--- src/rtl/fpga_ex_pkg.sv ---
// Shared constants for the FPGA exercise blocks: select width, select reset/max
// values and the board-default debounce period (10 ms at 100 MHz).
package fpga_ex_pkg;

  localparam int SEL_W = 2;
  localparam logic [SEL_W-1:0] SEL_RESET = 2'b00;
  localparam logic [SEL_W-1:0] SEL_MAX = 2'b11;
  localparam int DEFAULT_DEBOUNCE_CYCLES = 1000000;

endpackage

--- src/rtl/debounce_ch.sv ---
// One input conditioning channel: 2-flop synchroniser, stability counter and
// rising-edge detect on the accepted (debounced) level.
module debounce_ch #(
  parameter int DEBOUNCE_CYCLES = fpga_ex_pkg::DEFAULT_DEBOUNCE_CYCLES,
  parameter int CNT_W = $clog2(DEBOUNCE_CYCLES)
) (
  input  logic clk,
  input  logic rst_n,
  input  logic raw,
  output logic level,
  output logic rise
);

  logic             sync_q1;
  logic             sync_q2;
  logic             stable_q;
  logic             stable_prev_q;
  logic [CNT_W-1:0] cnt_q;

  always_ff @(posedge clk or negedge rst_n) begin
    if (!rst_n) begin
      sync_q1 <= 1'b0;
      sync_q2 <= 1'b0;
    end else begin
      sync_q1 <= raw;
      sync_q2 <= sync_q1;
    end
  end

  // Any return to the accepted level before the count completes restarts the wait.
  always_ff @(posedge clk or negedge rst_n) begin
    if (!rst_n) begin
      stable_q <= 1'b0;
      cnt_q    <= '0;
    end else if (sync_q2 == stable_q) begin
      cnt_q <= '0;
    end else if (cnt_q == CNT_W'(DEBOUNCE_CYCLES - 1)) begin
      stable_q <= sync_q2;
      cnt_q    <= '0;
    end else begin
      cnt_q <= cnt_q + 1'b1;
    end
  end

  always_ff @(posedge clk or negedge rst_n) begin
    if (!rst_n) begin
      stable_prev_q <= 1'b0;
    end else begin
      stable_prev_q <= stable_q;
    end
  end

  assign level = stable_q;
  assign rise  = stable_q & ~stable_prev_q;

endmodule

--- src/rtl/sw_select_in.sv ---
// Switch/button conditioning for the LED demux: debounced in_sw plus a wrapping
// 2-bit select stepped by button presses. Define SEL_DEC_EN for a decrement button.
module sw_select_in
  import fpga_ex_pkg::*;
#(
  parameter int DEBOUNCE_CYCLES = DEFAULT_DEBOUNCE_CYCLES
) (
  input  logic           clk,
  input  logic           rst_n,
  input  logic           sw_raw,
  input  logic           btn_raw,
`ifdef SEL_DEC_EN
  input  logic           btn_dec_raw,
`endif
  output logic           in_sw,
  output logic [SEL_W:1] select,
  output logic           sel_pulse
);

  localparam int CNT_W = $clog2(DEBOUNCE_CYCLES);

  logic             sw_level;
  logic             sw_rise_unused;
  logic             btn_level_unused;
  logic             inc_rise;
  logic             dec_rise;
  logic [SEL_W-1:0] sel_q;
  logic [SEL_W-1:0] sel_next;
  logic             pulse_q;
  logic             pulse_next;

  debounce_ch #(
    .DEBOUNCE_CYCLES(DEBOUNCE_CYCLES),
    .CNT_W          (CNT_W)
  ) u_sw_ch (
    .clk  (clk),
    .rst_n(rst_n),
    .raw  (sw_raw),
    .level(sw_level),
    .rise (sw_rise_unused)
  );

  debounce_ch #(
    .DEBOUNCE_CYCLES(DEBOUNCE_CYCLES),
    .CNT_W          (CNT_W)
  ) u_btn_ch (
    .clk  (clk),
    .rst_n(rst_n),
    .raw  (btn_raw),
    .level(btn_level_unused),
    .rise (inc_rise)
  );

`ifdef SEL_DEC_EN
  logic dec_level_unused;

  debounce_ch #(
    .DEBOUNCE_CYCLES(DEBOUNCE_CYCLES),
    .CNT_W          (CNT_W)
  ) u_dec_ch (
    .clk  (clk),
    .rst_n(rst_n),
    .raw  (btn_dec_raw),
    .level(dec_level_unused),
    .rise (dec_rise)
  );
`else
  assign dec_rise = 1'b0;
`endif

  // Simultaneous up and down presses cancel out rather than picking a winner.
  always_comb begin
    sel_next   = sel_q;
    pulse_next = 1'b0;
    if (inc_rise && !dec_rise) begin
      sel_next   = (sel_q == SEL_MAX) ? SEL_RESET : sel_q + 1'b1;
      pulse_next = 1'b1;
    end else if (dec_rise && !inc_rise) begin
      sel_next   = (sel_q == SEL_RESET) ? SEL_MAX : sel_q - 1'b1;
      pulse_next = 1'b1;
    end
  end

  always_ff @(posedge clk or negedge rst_n) begin
    if (!rst_n) begin
      sel_q   <= SEL_RESET;
      pulse_q <= 1'b0;
    end else begin
      sel_q   <= sel_next;
      pulse_q <= pulse_next;
    end
  end

  assign in_sw     = sw_level;
  assign select    = sel_q;
  assign sel_pulse = pulse_q;

endmodule

--- config.mk ---
export PLATFORM = sky130hd
export DESIGN_NAME = sw_select_in
export DESIGN_NICKNAME = d
export VERILOG_FILES = /design/src/rtl/fpga_ex_pkg.sv /design/src/rtl/debounce_ch.sv /design/src/rtl/sw_select_in.sv
export SDC_FILE = /design/constraint.sdc
export NUM_CORES = 1
export LEC_CHECK = 0
export CAP_MARGIN = 20
export CORE_MARGIN = 5
export CORE_UTILIZATION = 40
export DETAILED_ROUTE_END_ITERATION = 12
export GPL_TIMING_DRIVEN = 0
export SLEW_MARGIN = 20
export SYNTH_ARGS = -nofsm -noshare
export SYNTH_HDL_FRONTEND = slang
export SYNTH_SLANG_ARGS = --single-unit
export TNS_END_PERCENT = 30
--- constraint.sdc ---
create_clock -name clk -period 2.11 [get_ports clk]
set_input_delay 0.3165 -clock clk [delete_from_list [all_inputs] [get_ports clk]]
set_output_delay 0.3165 -clock clk [all_outputs]
set_load 0.005 [all_outputs]
### Yosys cells after proc, flatten, opt, wreduce, memory -nomap -nowiden

Index checks and enable logic that the tools add are counted.

* output and inout bits: 4
* flip-flop bits (word level): 50
* word-level logic and storage cells: 31
* bits of input ports: 4

* equality and inequality tests: 5
* $add $sub $neg: 3
* bitwise operators: 4
* reductions and logical operators: 2
* mux-type cells: 6

Operators with widths (count)
* $mux 20: 4
* $add 20x1->20 const B: 2
* $eq 20x20->1 const B: 2
* $reduce_and 2->1: 2
* $not 1->1: 3
* $add 2x1->2 const B: 1
* $eq 1x1->1: 2
* $eq 2x2->1 const B: 1
* $mux 2: 1
* $and 1x1->1: 1
* $mux 1: 1

### Longest topological paths before layout

* depth in word-level cells: 3
* depth in mapped cells: 6

### Hierarchy

Synthesis repeated with hierarchy kept, for this count alone.

* cells, all modules: 227
* area, all modules: 2411.1 µm²

By module, submodules not included
* debounce_ch: instances 2, sequential area each 600.6 µm², area an instance 1146.1 µm², cells each 110
* sw_select_in: instances 1, sequential area each 75.1 µm², area an instance 118.9 µm², cells each 7

### Worst setup path after synthesis

No wires, ideal clock.

* path type: reg-to-reg
* start point: register u_sw_ch.cnt_q[0]
* end point: register u_sw_ch.cnt_q[18]
* clock period less this slack: 2.000 ns
* buffers on the path: 1
* slack: 0.110 ns
* cell stages (with the launch flop): 7
* arrival time: 1.922 ns
* data required time: 2.032 ns
* cell sequence: dfrtp_1 > ha_1 > nand2_1 > or4_1 > buf_2 > or4_1 > a21oi_1

* cells in the longest elaborated chain, start to end: 3

RTL lines
* from (decl): RTL line debounce_ch.sv:18 `logic [CNT_W-1:0] cnt_q;`
* from (signal assigned): RTL line debounce_ch.sv:41 `cnt_q <= cnt_q + 1'b1;`
* $add 20x1->20 or $eq 20x20->1 (tied branches): RTL line debounce_ch.sv:41, debounce_ch.sv:37
* $mux 20 (*): RTL line debounce_ch.sv:37 `end else if (cnt_q == CNT_W'(DEBOUNCE_CYCLES - 1)) begin`
* $mux 20 (*): RTL line debounce_ch.sv:35 `end else if (sync_q2 == stable_q) begin`

Mark *: on every way between the ends. The rest lies on a longest branch, timed or not.
A chain may end at the register's enable or synchronous reset.

### Worst setup path after layout

Same ends and word-level chain as after synthesis.

==> flow_results.xml <==
<?xml version="1.0" encoding="UTF-8"?>
<metrics>
  <group name="outcome">
    <metric name="outcome" unit="">finished, final reports clean</metric>
  </group>
  <group name="global_routing">
    <metric name="wire_length_of_the_first_global_routing_pass" unit="mm">7.53</metric>
    <metric name="grt_pass1_vias" unit="">1695</metric>
    <metric name="grtUsageTotal" unit="%">12.3</metric>
    <metric name="grt_start_max_net_pins" unit="">51</metric>
    <metric name="number_of_antenna_violations_at_the_first_check_in_global_routing" unit="">0</metric>
    <metric name="grt_overflow" unit="">0</metric>
  </group>
  <group name="setup_path">
    <metric name="timing.critical_path.from_type" unit="">flop</metric>
    <metric name="r2r_start" unit="">u_sw_ch.cnt_q[0]</metric>
    <metric name="regToRegSetupSlack" unit="ps">90</metric>
    <metric name="reg2reg_depth" unit="">6</metric>
    <metric name="cp-end-kind" unit="">flop</metric>
    <metric name="worst-setup-path-type" unit="">reg2reg</metric>
    <metric name="worst-endpoint-arrival" unit="ps">2240</metric>
    <metric name="critical_path.max_fanout" unit="">7</metric>
    <metric name="worstReg2RegEnd" unit="">u_sw_ch.cnt_q[18]</metric>
    <metric name="worstPathRequired" unit="ps">2340</metric>
  </group>
  <group name="clock_network">
    <metric name="cts-buffers-inserted" unit="">5</metric>
    <metric name="ctsHtreeMaxLevel" unit="">2</metric>
    <metric name="clock_latency" unit="ps">300</metric>
    <metric name="cts_hold_buffers" unit="">0</metric>
    <metric name="tritoncts" unit="">done</metric>
    <metric name="cts-root-to-sink-buffers" unit="">2</metric>
    <metric name="clockRootBuffer" unit="">clkbuf_8</metric>
    <metric name="cts_num_sinks" unit="">50</metric>
    <metric name="cts.reportedPaths.clkPinSlew" unit="ps">90</metric>
  </group>
  <group name="routing">
    <metric name="drt-wirelength-per-cell" unit="microns">12.6</metric>
    <metric name="vias" unit="">1679</metric>
    <metric name="vias_per_cell" unit="">5.17</metric>
    <metric name="ant_nets" unit="">0</metric>
    <metric name="drc" unit="">0</metric>
    <metric name="wirelength" unit="mm">4.08</metric>
    <metric name="starting_drc_count_in_detailed_routing" unit="">60</metric>
    <metric name="drt_pre_antenna_iters" unit="">4</metric>
  </group>
  <group name="timing">
    <metric name="rsz0062_at_grt" unit="">true</metric>
    <metric name="final_hold_violations" unit="">0</metric>
    <metric name="worst_pin_slew" unit="ps">616</metric>
    <metric name="relSlewSlack" unit="%">58.9</metric>
    <metric name="finalClockSkew" unit="ps">6.04</metric>
    <metric name="report.final.setup_viol" unit="">0</metric>
    <metric name="maxClockFrequency" unit="GHz">0.496</metric>
    <metric name="final_period_minus_worst_setup_slack" unit="ps">2020</metric>
    <metric name="timing_max_transition_violations_final" unit="">0</metric>
    <metric name="final_min_period_over_clock_period" unit="%">95.6</metric>
  </group>
  <group name="final_layout">
    <metric name="share_of_post_route_cells_with_drive_strength_above_1" unit="%">12.0</metric>
    <metric name="diodes" unit="">0</metric>
    <metric name="most-common-layout-cells" unit="">dfrtp_1 (48), nor2_1 (34), nand2_1 (13), xor2_1 (13), xnor2_1 (13)</metric>
    <metric name="synthToLayoutAreaGrowth" unit="%">12.8</metric>
    <metric name="design.final.nets" unit="">256</metric>
    <metric name="final-instance-count-excl-fill" unit="">325</metric>
    <metric name="mostFrequentLayoutCell" unit="">dfrtp_1</metric>
    <metric name="fin_area" unit="sq mm">0.00265</metric>
    <metric name="fill_cell_total_of_the_finished_layout" unit="">579</metric>
  </group>
  <group name="logic_synthesis">
    <metric name="synth.ff_latch_count" unit="">50</metric>
    <metric name="ys.warnings.count" unit="">0</metric>
    <metric name="syn_nets" unit="">239</metric>
    <metric name="synthDistinctLibCells" unit="">28</metric>
    <metric name="synth.area.top_cells" unit="">dfrtp_1 (53%), nor2_1 (5.4%), xnor2_1 (4.8%)</metric>
    <metric name="synth-seq-area-share" unit="%">53.2</metric>
    <metric name="synth.cell_area" unit="sq mm">0.00235</metric>
    <metric name="synthCells" unit="">232</metric>
    <metric name="mapped_avg_cell_area" unit="sq um">10.1</metric>
    <metric name="synth_top_area_cell" unit="">dfrtp_1</metric>
    <metric name="synth_largest_type_area_fraction" unit="%">53.2</metric>
  </group>
  <group name="power">
    <metric name="sequentialPowerShare" unit="%">60.6</metric>
    <metric name="ir_worst_vdd" unit="mV">0.299</metric>
    <metric name="power_report.internal_total" unit="mW">1.26</metric>
    <metric name="pwr-share-clk" unit="%">35.3</metric>
    <metric name="net-switching-power" unit="mW">0.366</metric>
    <metric name="powerDensity" unit="mW/mm^2">613</metric>
    <metric name="p_sw_share" unit="%">22.5</metric>
    <metric name="p_comb_share" unit="%">4.1</metric>
    <metric name="leakagePower" unit="nW">1.05</metric>
  </group>
  <group name="min_path">
    <metric name="hp-class" unit="">in2async</metric>
  </group>
  <group name="place">
    <metric name="io_buffer_count" unit="">7</metric>
    <metric name="detailedPlacementHpwl" unit="mm">2.79</metric>
    <metric name="placed_area" unit="sq mm">0.00251</metric>
    <metric name="globalplace.congestion" unit="">0.757</metric>
    <metric name="placed_cells" unit="">314</metric>
  </group>
  <group name="die">
    <metric name="core_area" unit="sq mm">0.00582</metric>
    <metric name="num_io_pins" unit="">8</metric>
    <metric name="die_x" unit="microns">86.7</metric>
    <metric name="rows" unit="">28</metric>
    <metric name="die_y" unit="microns">86.7</metric>
    <metric name="floorplan.initialDensity" unit="%">40.4</metric>
    <metric name="floorplan.die_area" unit="sq mm">0.00751</metric>
  </group>
  <group name="flow_run">
    <metric name="cap_viol_max_count" unit="">0</metric>
  </group>
</metrics>
[flip-flops by register name (all words and copies together) (netlist names)]
signal / count
u_btn_ch.sync_q1: 1
u_btn_ch.cnt_q: 20
u_sw_ch.sync_q2: 1
select: 2
u_sw_ch.cnt_q: 20
u_btn_ch.sync_q2: 1
sel_pulse: 1
u_btn_ch.stable_prev_q: 1
u_btn_ch.level: 1
u_sw_ch.level: 1
u_sw_ch.sync_q1: 1
[worst max-delay path by stage]
stage                          start                end  slack (ps)  cells past startpoint
floorplan           u_sw_ch.cnt_q[0]  u_sw_ch.cnt_q[18]         110                      6
global placement               rst_n  u_sw_ch.cnt_q[12]        -760                      1
detailed placement  u_sw_ch.cnt_q[0]  u_sw_ch.cnt_q[18]         -50                      6
CTS                 u_sw_ch.cnt_q[1]  u_sw_ch.cnt_q[18]          30                      6
global route        u_sw_ch.cnt_q[6]  u_sw_ch.cnt_q[18]         -20                      5
finish              u_sw_ch.cnt_q[0]  u_sw_ch.cnt_q[18]          90                      6
[logic make-up after synthesis]
group           after synthesis  synth area share (%)
compound gates               26                  6.87
xor+xnor                     26                  9.69
fa+ha+maj                     3                  1.60
buf+inv                      16                  2.66
flops                        50                  53.2
mux                           4                  1.92
simple gates                107                  24.1
[layout make-up]
type	instances	area [sq um]	area share (%)
well taps	75	93.8	3.54
plain buffers	6	27.5	1.04
repair buffers	10	90.1	3.40
inverters	10	37.5	1.42
flip-flops and latches	50	1250	47.3
clock buffers	7	86.3	3.25
clock inverters	1	5.00	0.189
multi-input cells	166	1060	39.9
[critical path, cell delays in order, from the launching register on]
cell	delay, ps
dfrtp_1	410
ha_4	180
nand2_2	80
or4_1	500
buf_4	170
or4_1	460
a21oi_1	150
[cell usage after synthesis]
cell type  number
and4_2          1
nor2_1         34
xnor2_1        13
or3_1           3
ha_1            3
nand3_2         1
and4_1          1
nand3_4         1
inv_1          10
buf_2           2
nor2b_1         1
nor4b_1         3
a21oi_1        12
a31o_2          5
nand4b_1        1
dfrtp_1        50
o31ai_1         5
mux2_2          4
o21ai_0         4
nand4_1        12
nand3_1        12
or4_1           7
xor2_1         13
nor3_1          7
nand2_1        14
and3_1          4
nor4_1          5
clkbuf_1        4
[per-stage QoR]
step | setup slack [ps] | hold WS, ps | utilization (%) | power [mW] | setup TNS, ps
final | 92.9 | 26.9 | 45.6 | 1.63 | 0
after floorplan | 110 | 20.9 | - | 1.03 | 0
after global placement | -756 | 332 | 43.2 | 1.06 | -37710
after global routing | -20.3 | 83.5 | 45.6 | 1.70 | -20.3
after detailed placement | -45.6 | 335 | 43.2 | 1.06 | -49.5
after CTS | 32.0 | 48.4 | 45.2 | 1.65 | 0
[power groups by stage]
stage	combinational [mW]	sequential, mW	clock, mW
final	0.0666	0.986	0.574
after global routing	0.0782	0.989	0.629
after CTS	0.0640	0.985	0.599
after detailed placement	0.0588	1.00	0
after global placement	0.0588	1.00	0
after floorplan	0.0270	1.00	0
[routing by layer]
layer  wire [microns]  GRT usage (%)
met1             2120           16.9
met2             1790           19.5
met3              117           2.95
met4               55           3.40
met5                0              0
[what timing repair did]
action	CTS	global route
endpoints found under the setup margin	2	2
setup buffers	1	2
resized for setup	3	4
Note: power is estimated with default switching activity, not from simulation.
